## config.mk

```make
export PLATFORM = sky130hd
export DESIGN_NAME = decode_queue
export DESIGN_NICKNAME = d
export VERILOG_FILES = /design/src/rtl/decode_queue.sv
export SDC_FILE = /design/constraint.sdc
export NUM_CORES = 1
export LEC_CHECK = 0
export ABC_AREA = 1
export CELL_PAD_IN_SITES_DETAIL_PLACEMENT = 1
export CELL_PAD_IN_SITES_GLOBAL_PLACEMENT = 1
export CORE_MARGIN = 2
export CORE_UTILIZATION = 35
export CTS_BUF_LIST = sky130_fd_sc_hd__clkbuf_2 sky130_fd_sc_hd__clkbuf_4 sky130_fd_sc_hd__clkbuf_8
export DETAILED_ROUTE_END_ITERATION = 12
export PLACE_DENSITY = 0.71
export SYNTH_ARGS = -nofsm -noshare
export SYNTH_HDL_FRONTEND = slang
export SYNTH_SLANG_ARGS = --single-unit
```

## constraint.sdc

```tcl
create_clock -name clock -period 5.9 [get_ports clock]
set_clock_uncertainty 0.1 [all_clocks]
set_input_delay 0.59 -clock clock [delete_from_list [all_inputs] [get_ports clock]]
set_output_delay 0.59 -clock clock [all_outputs]
set_load 0.05 [all_outputs]
```

## src/rtl/decode_queue.sv

```systemverilog
// decode_queue: DEPTH-entry RV32I instruction FIFO feeding a registered decode stage
// with valid/ready on both sides, illegal-opcode detection and synchronous flush.
module decode_queue #(
  parameter int DEPTH = 4,
  parameter int PC_W  = 32,
  parameter int CNT_W = $clog2(DEPTH) + 1
) (
  input  logic             clock,
  input  logic             reset_n,
  input  logic             flush,
  input  logic             in_valid,
  output logic             in_ready,
  input  logic [31:0]      in_instr,
  input  logic [PC_W-1:0]  in_pc,
  output logic             out_valid,
  input  logic             out_ready,
  output logic [6:0]       op_type,
  output logic [2:0]       op_sub,
  output logic             op_flag,
  output logic [31:0]      imm,
  output logic [4:0]       rs1,
  output logic [4:0]       rs2,
  output logic [4:0]       rd,
  output logic             use_rs1,
  output logic             use_rs2,
  output logic             write_rd,
  output logic             illegal,
  output logic [PC_W-1:0]  out_pc,
  output logic [CNT_W-1:0] count
);
  localparam int AW = $clog2(DEPTH);
  logic [31:0]      instr_q [DEPTH];
  logic [PC_W-1:0]  pc_q [DEPTH];
  logic [AW-1:0]    wr_ptr_q, rd_ptr_q;
  logic [CNT_W-1:0] count_q;
  logic             out_valid_q, op_flag_q, use_rs1_q, use_rs2_q, write_rd_q, illegal_q;
  logic [6:0]       op_type_q;
  logic [2:0]       op_sub_q;
  logic [31:0]      imm_q;
  logic [4:0]       rs1_q, rs2_q, rd_q;
  logic [PC_W-1:0]  out_pc_q;
  logic             push, load;
  logic [31:0]      i, i_imm, d_imm;
  logic [2:0]       d_sub;
  logic             d_flag, d_u1, d_u2, d_w, d_ill;
  assign in_ready = (count_q < CNT_W'(DEPTH)) && !flush;
  assign push     = in_valid && in_ready;
  assign load     = (count_q != '0) && (!out_valid_q || out_ready);
  assign i        = instr_q[rd_ptr_q];
  assign i_imm    = {{20{i[31]}}, i[31:20]};
  always_comb begin
    d_sub  = i[14:12];
    d_imm  = '0;
    d_flag = 1'b0;
    d_u1   = 1'b0;
    d_u2   = 1'b0;
    d_w    = 1'b0;
    d_ill  = 1'b0;
    case (i[6:0])
      7'h37, 7'h17: begin d_imm = {i[31:12], 12'b0}; d_w = 1'b1; d_sub = 3'b111; end
      7'h6f: begin d_imm = {{12{i[31]}}, i[19:12], i[20], i[30:21], 1'b0}; d_w = 1'b1; d_sub = 3'b111; end
      7'h67, 7'h03: begin d_imm = i_imm; d_u1 = 1'b1; d_w = 1'b1; end
      7'h63: begin d_imm = {{20{i[31]}}, i[7], i[30:25], i[11:8], 1'b0}; d_u1 = 1'b1; d_u2 = 1'b1; end
      7'h23: begin d_imm = {{20{i[31]}}, i[31:25], i[11:7]}; d_u1 = 1'b1; d_u2 = 1'b1; end
      7'h13: begin
        d_imm  = (i[13:12] == 2'b01) ? {27'b0, i[24:20]} : i_imm;
        d_flag = (i[13:12] == 2'b01) ? i[30] : 1'b0;
        d_u1   = 1'b1;
        d_w    = 1'b1;
      end
      7'h33: begin d_flag = i[30]; d_u1 = 1'b1; d_u2 = 1'b1; d_w = 1'b1; end
      7'h0f: d_imm = {24'b0, i[27:20]};
      default: begin d_ill = 1'b1; d_sub = 3'b111; end
    endcase
    d_w = d_w && (i[11:7] != 5'd0);
  end
  always_ff @(posedge clock)
    if (push) begin
      instr_q[wr_ptr_q] <= in_instr;
      pc_q[wr_ptr_q]    <= in_pc;
    end
  always_ff @(posedge clock or negedge reset_n)
    if (!reset_n) begin
      wr_ptr_q    <= '0;
      rd_ptr_q    <= '0;
      count_q     <= '0;
      out_valid_q <= 1'b0;
      op_type_q   <= '0;
      op_sub_q    <= 3'b111;
      op_flag_q   <= 1'b0;
      imm_q       <= '0;
      rs1_q       <= '0;
      rs2_q       <= '0;
      rd_q        <= '0;
      use_rs1_q   <= 1'b0;
      use_rs2_q   <= 1'b0;
      write_rd_q  <= 1'b0;
      illegal_q   <= 1'b0;
      out_pc_q    <= '0;
    end else if (flush) begin
      wr_ptr_q    <= '0;
      rd_ptr_q    <= '0;
      count_q     <= '0;
      out_valid_q <= 1'b0;
    end else begin
      wr_ptr_q <= wr_ptr_q + AW'(push);
      rd_ptr_q <= rd_ptr_q + AW'(load);
      count_q  <= count_q + CNT_W'(push) - CNT_W'(load);
      if (load) begin
        out_valid_q <= 1'b1;
        op_type_q   <= i[6:0];
        op_sub_q    <= d_sub;
        op_flag_q   <= d_flag;
        imm_q       <= d_imm;
        rs1_q       <= i[19:15];
        rs2_q       <= i[24:20];
        rd_q        <= i[11:7];
        use_rs1_q   <= d_u1;
        use_rs2_q   <= d_u2;
        write_rd_q  <= d_w;
        illegal_q   <= d_ill;
        out_pc_q    <= pc_q[rd_ptr_q];
      end else if (out_ready) out_valid_q <= 1'b0;
    end
  assign out_valid = out_valid_q;
  assign op_type   = op_type_q;
  assign op_sub    = op_sub_q;
  assign op_flag   = op_flag_q;
  assign imm       = imm_q;
  assign rs1       = rs1_q;
  assign rs2       = rs2_q;
  assign rd        = rd_q;
  assign use_rs1   = use_rs1_q;
  assign use_rs2   = use_rs2_q;
  assign write_rd  = write_rd_q;
  assign illegal   = illegal_q;
  assign out_pc    = out_pc_q;
  assign count     = count_q;
endmodule

```

==> Implementation_results.wiki <==
{| class="wikitable"
! Metric !! Value
|-
| Synth Area in XOR/XNOR || 0.00121
|-
| Top-Level Pins || 168
|-
| Post-CTS setup buffers || 0
|-
| Insertion delay to the later sink of the worst-skew pair || 650 ps
|-
| PnR Total Power || 8.86 mW
|-
| Avg WL per Cell || 18.8 µm
|-
| Most common cell in the synthesized netlist || sky130_fd_sc_hd__nand2_1
|-
| Status || completed
|-
| Top-area cell type share of the netlist area || 0.531
|-
| Core Area || 0.0408 mm²
|-
| Reg clk slew, reported paths || 60 ps
|-
| Worst Path Max Fanout || 84
|-
| GRT Util Overall || 0.181
|-
| Number of levels in the clock H-tree || 2
|-
| Max Freq || 243 MHz
|-
| Post-synth top flop || sky130_fd_sc_hd__edfxtp_1
|-
| Commonest cells in the synthesized netlist || 410 x sky130_fd_sc_hd__nand2_1, 256 x sky130_fd_sc_hd__edfxtp_1, 122 x sky130_fd_sc_hd__nor2_1, 115 x sky130_fd_sc_hd__o21ai_0, 99 x sky130_fd_sc_hd__dfrtp_1
|-
| Share of synthesized cell area in full adder, half adder and majority cells || 0.00484
|-
| Die footprint || 0.0430 mm²
|-
| Deepest clock path buffer count || 3
|-
| Period utilisation layout || 0.699
|-
| Chip Width || 207 µm
|-
| Initial Utilization || 0.354
|-
| Worst hold margin || 370 ps
|-
| Number of max-slew violations in the final report || 0
|-
| Async SR Flop Fraction || 0.285
|-
| Post-Synthesis Cells || 1,296
|-
| Wire length of the first global-routing pass || 60,900 µm
|-
| Fillers || 4,445
|-
| FF+latch count, synth || 358
|-
| Max-cap violations || 0
|-
| Largest net degree at the start of global routing || 85
|-
| Area fraction in and, or, nand and nor cells after synthesis || 0.181
|-
| Post-synthesis average cell area || 11.2 µm²
|-
| Share of the core filled with cells in the final layout || 0.439
|-
| Seq/Total Area, Yosys || 0.708
|-
| Total count of hold-check failures in the final report || 0
|-
| Drt initial violations || 517
|-
| Largest vdd supply drop || 0.296 mV
|-
| Slew HR || 0.311
|-
| Antenna Violating Nets Remaining || 0
|-
| Fraction of the mapped netlist area in compound gates || 0.0696
|-
| Placer Congestion || 0.848
|-
| Net count of the mapped netlist || 1,370
|-
| Worst setup path category || reg -> reg
|-
| Number of buffers inserted by port buffering || 167
|-
| First-pass iteration count of the detailed router || 4
|-
| Dominant combinational cell family by area after synthesis || simple AND/OR/NAND/NOR gates
|-
| Measured slew at the worst slew-check pin || 1030 ps
|-
| Inserted Clock Buffers || 61
|-
| Fraction of synthesized area in multiplexers || 0
|-
| Post-synth design cell area || 0.0145 mm²
|-
| Element type at the critical path end || flop
|-
| Synth unique cells || 31
|-
| Element type at the critical path start || flop
|-
| # setup viols final || 0
|-
| Via count of the first global-routing pass || 10,800
|-
| Final-stage net count || 1,544
|-
| Area added between synthesis and finish || 24.0%
|-
| Arrival time of data at the critical path endpoint || 4600 ps
|-
| Cell taking the most area after synthesis || sky130_fd_sc_hd__edfxtp_1
|-
| Via count || 10,100
|-
| Remaining routing DRC violations || 0
|-
| Total of warnings raised by yosys || 0
|-
| Die height || 207 µm
|-
| Initial antenna violation count || 9
|-
| Power Dens Cells || 494 mW/mm²
|-
| Hold Path Class || reg -> reg
|-
| Count of flip-flops with a built-in enable after synthesis || 256
|-
| Largest cells by area after synthesis || sky130_fd_sc_hd__edfxtp_1 53%, sky130_fd_sc_hd__dfrtp_1 17%, sky130_fd_sc_hd__nand2_1 11%
|-
| CP Data Required Time || 6380 ps
|-
| Leakage power summed over all cells || 7.31 nW
|-
| Buffer type at the clock tree root || sky130_fd_sc_hd__clkbuf_8
|-
| TritonCTS clock tree || yes
|-
| # clock sinks || 358
|-
| Half-perimeter wire length after placement || 24,000 µm
|-
| RSZ-0062 raised after global routing || false
|-
| Remaining global-route overflow || 0
|-
| Routed wire length || 38,700 µm
|-
| Number of core rows || 74
|-
| Shortest clock period the worst path allows after layout || 4120 ps
|-
| Share of layout cells above drive strength 1 || 0.110
|-
| Post-DR vias/cell || 4.91
|}
[final timing paths]
path / startpoint / end / slack [ps] / cells after the start
worst max-delay path: rd_ptr_q[0] / imm[29] / 1780 / 13
worst min-delay path: op_sub[1] / op_sub[1] / 370 / 2
worst max register to register: rd_ptr_q[0] / imm[29] / 1780 / 13
worst min register to register: op_sub[1] / op_sub[1] / 370 / 2
max in group asynchronous: reset_n / rd_ptr_q[0] / 4050 / 3
min in group asynchronous: reset_n / op_type[5] / 540 / 2
[critical path, cell delays in order, from the launching register on]
cell,delay (ps)
sky130_fd_sc_hd__dfrtp_4,1010
sky130_fd_sc_hd__buf_4,560
sky130_fd_sc_hd__nand2_1,140
sky130_fd_sc_hd__nand2_1,100
sky130_fd_sc_hd__nand2_1,50
sky130_fd_sc_hd__nand2_1,80
sky130_fd_sc_hd__nand2_1,100
sky130_fd_sc_hd__nor2_2,640
sky130_fd_sc_hd__nand2_1,360
sky130_fd_sc_hd__nand2_2,190
sky130_fd_sc_hd__nand2_2,290
sky130_fd_sc_hd__nand3_1,210
sky130_fd_sc_hd__nand2_1,60
sky130_fd_sc_hd__nand2_1,80
[per-layer routing]
metal / track usage / part of all wire / wire length [µm]
met1: 0.224 / 0.44 / 16900
met2: 0.305 / 0.48 / 18700
met3: 0.0413 / 0.049 / 1880
met4: 0.0746 / 0.031 / 1190
met5: 0 / 0.0010 / 39
[area by class of cell]
type	instances	area, µm²	share of cell area
inverter	43	164	0.00914
multi-input combinational	826	3740	0.208
tap	532	666	0.0371
sequential	358	10200	0.571
timing repair buffer	180	1770	0.0986
clock buffer	85	1080	0.0600
clock inverter	31	268	0.0149
antenna	5	12.5	0.000697
[through the flow]
stage                     setup slack [ps]  instances  area [µm²]  setup TNS (ps)
final                                 1780       2060       17900               0
after global routing                  1450       2058       17900               0
after CTS                             1810       2055       17900               0
after detailed placement              1840       1938       16600               0
after global placement                1950       1938       16600               0
after floorplan                       -807       1296       14500         -206450
[report_power, final]
part | switching, mW | total [mW] | leakage [nW] | internal, mW
Clock | 1.04 | 2.40 | 0.722 | 1.37
Combinational | 2.26 | 3.17 | 2.96 | 0.909
Sequential | 0.242 | 3.29 | 3.63 | 3.05
Total | 3.54 | 8.86 | 7.31 | 5.32
[registers in the layout, indices dropped and copies added (netlist names), 3 cells and up]
signal   count
op_type      7
instr_q    128
out_pc      32
pc_q       128
rd           5
count        3
op_sub       3
imm         32
rs2          5
rs1          5
[cell families (layout without fill, tap and decap cells)]
group	Yosys count	count (layout)
buffers and inverters	112	339
adders and majority gates	5	5
xor gates and xnor gates	2	2
and+or+nand+nor	636	636
other	0	5
AOI/OAI and AO/OA	183	183
DFF	358	358
[timing repair]
action                     CTS  global route
resized for setup            0             0
hold buffers                 1             0
setup endpoints to repair    0             0
hold endpoints to repair    63             0
[placed cells by master, fill, tap and decap left out, types with 2 or more instances in the layout]
master and instances:
sky130_fd_sc_hd__ha_1 4, sky130_fd_sc_hd__nor2_4 3, sky130_fd_sc_hd__inv_1 40, sky130_fd_sc_hd__a32o_1 5, sky130_fd_sc_hd__nand3_1 66, sky130_fd_sc_hd__o22ai_1 44
sky130_fd_sc_hd__clkinv_1 6, sky130_fd_sc_hd__inv_2 2, sky130_fd_sc_hd__clkbuf_8 70, sky130_fd_sc_hd__a2bb2oi_1 2, sky130_fd_sc_hd__clkinv_2 18, sky130_fd_sc_hd__or2_2 4
sky130_fd_sc_hd__nand4_1 2, sky130_fd_sc_hd__o21ai_0 115, sky130_fd_sc_hd__nand2_1 409, sky130_fd_sc_hd__clkdlybuf4s50_1 166, sky130_fd_sc_hd__edfxtp_1 256, sky130_fd_sc_hd__nor2_1 122
sky130_fd_sc_hd__nand2_2 13, sky130_fd_sc_hd__dfrtp_1 97, sky130_fd_sc_hd__buf_4 13, sky130_fd_sc_hd__nand3_2 11, sky130_fd_sc_hd__nor3_2 4, sky130_fd_sc_hd__a21oi_1 16
sky130_fd_sc_hd__clkbuf_4 15, sky130_fd_sc_hd__bufinv_16 4, sky130_fd_sc_hd__diode_2 5, sky130_fd_sc_hd__dfstp_2 3
No activity file was read; power rests on OpenSTA's default activity.
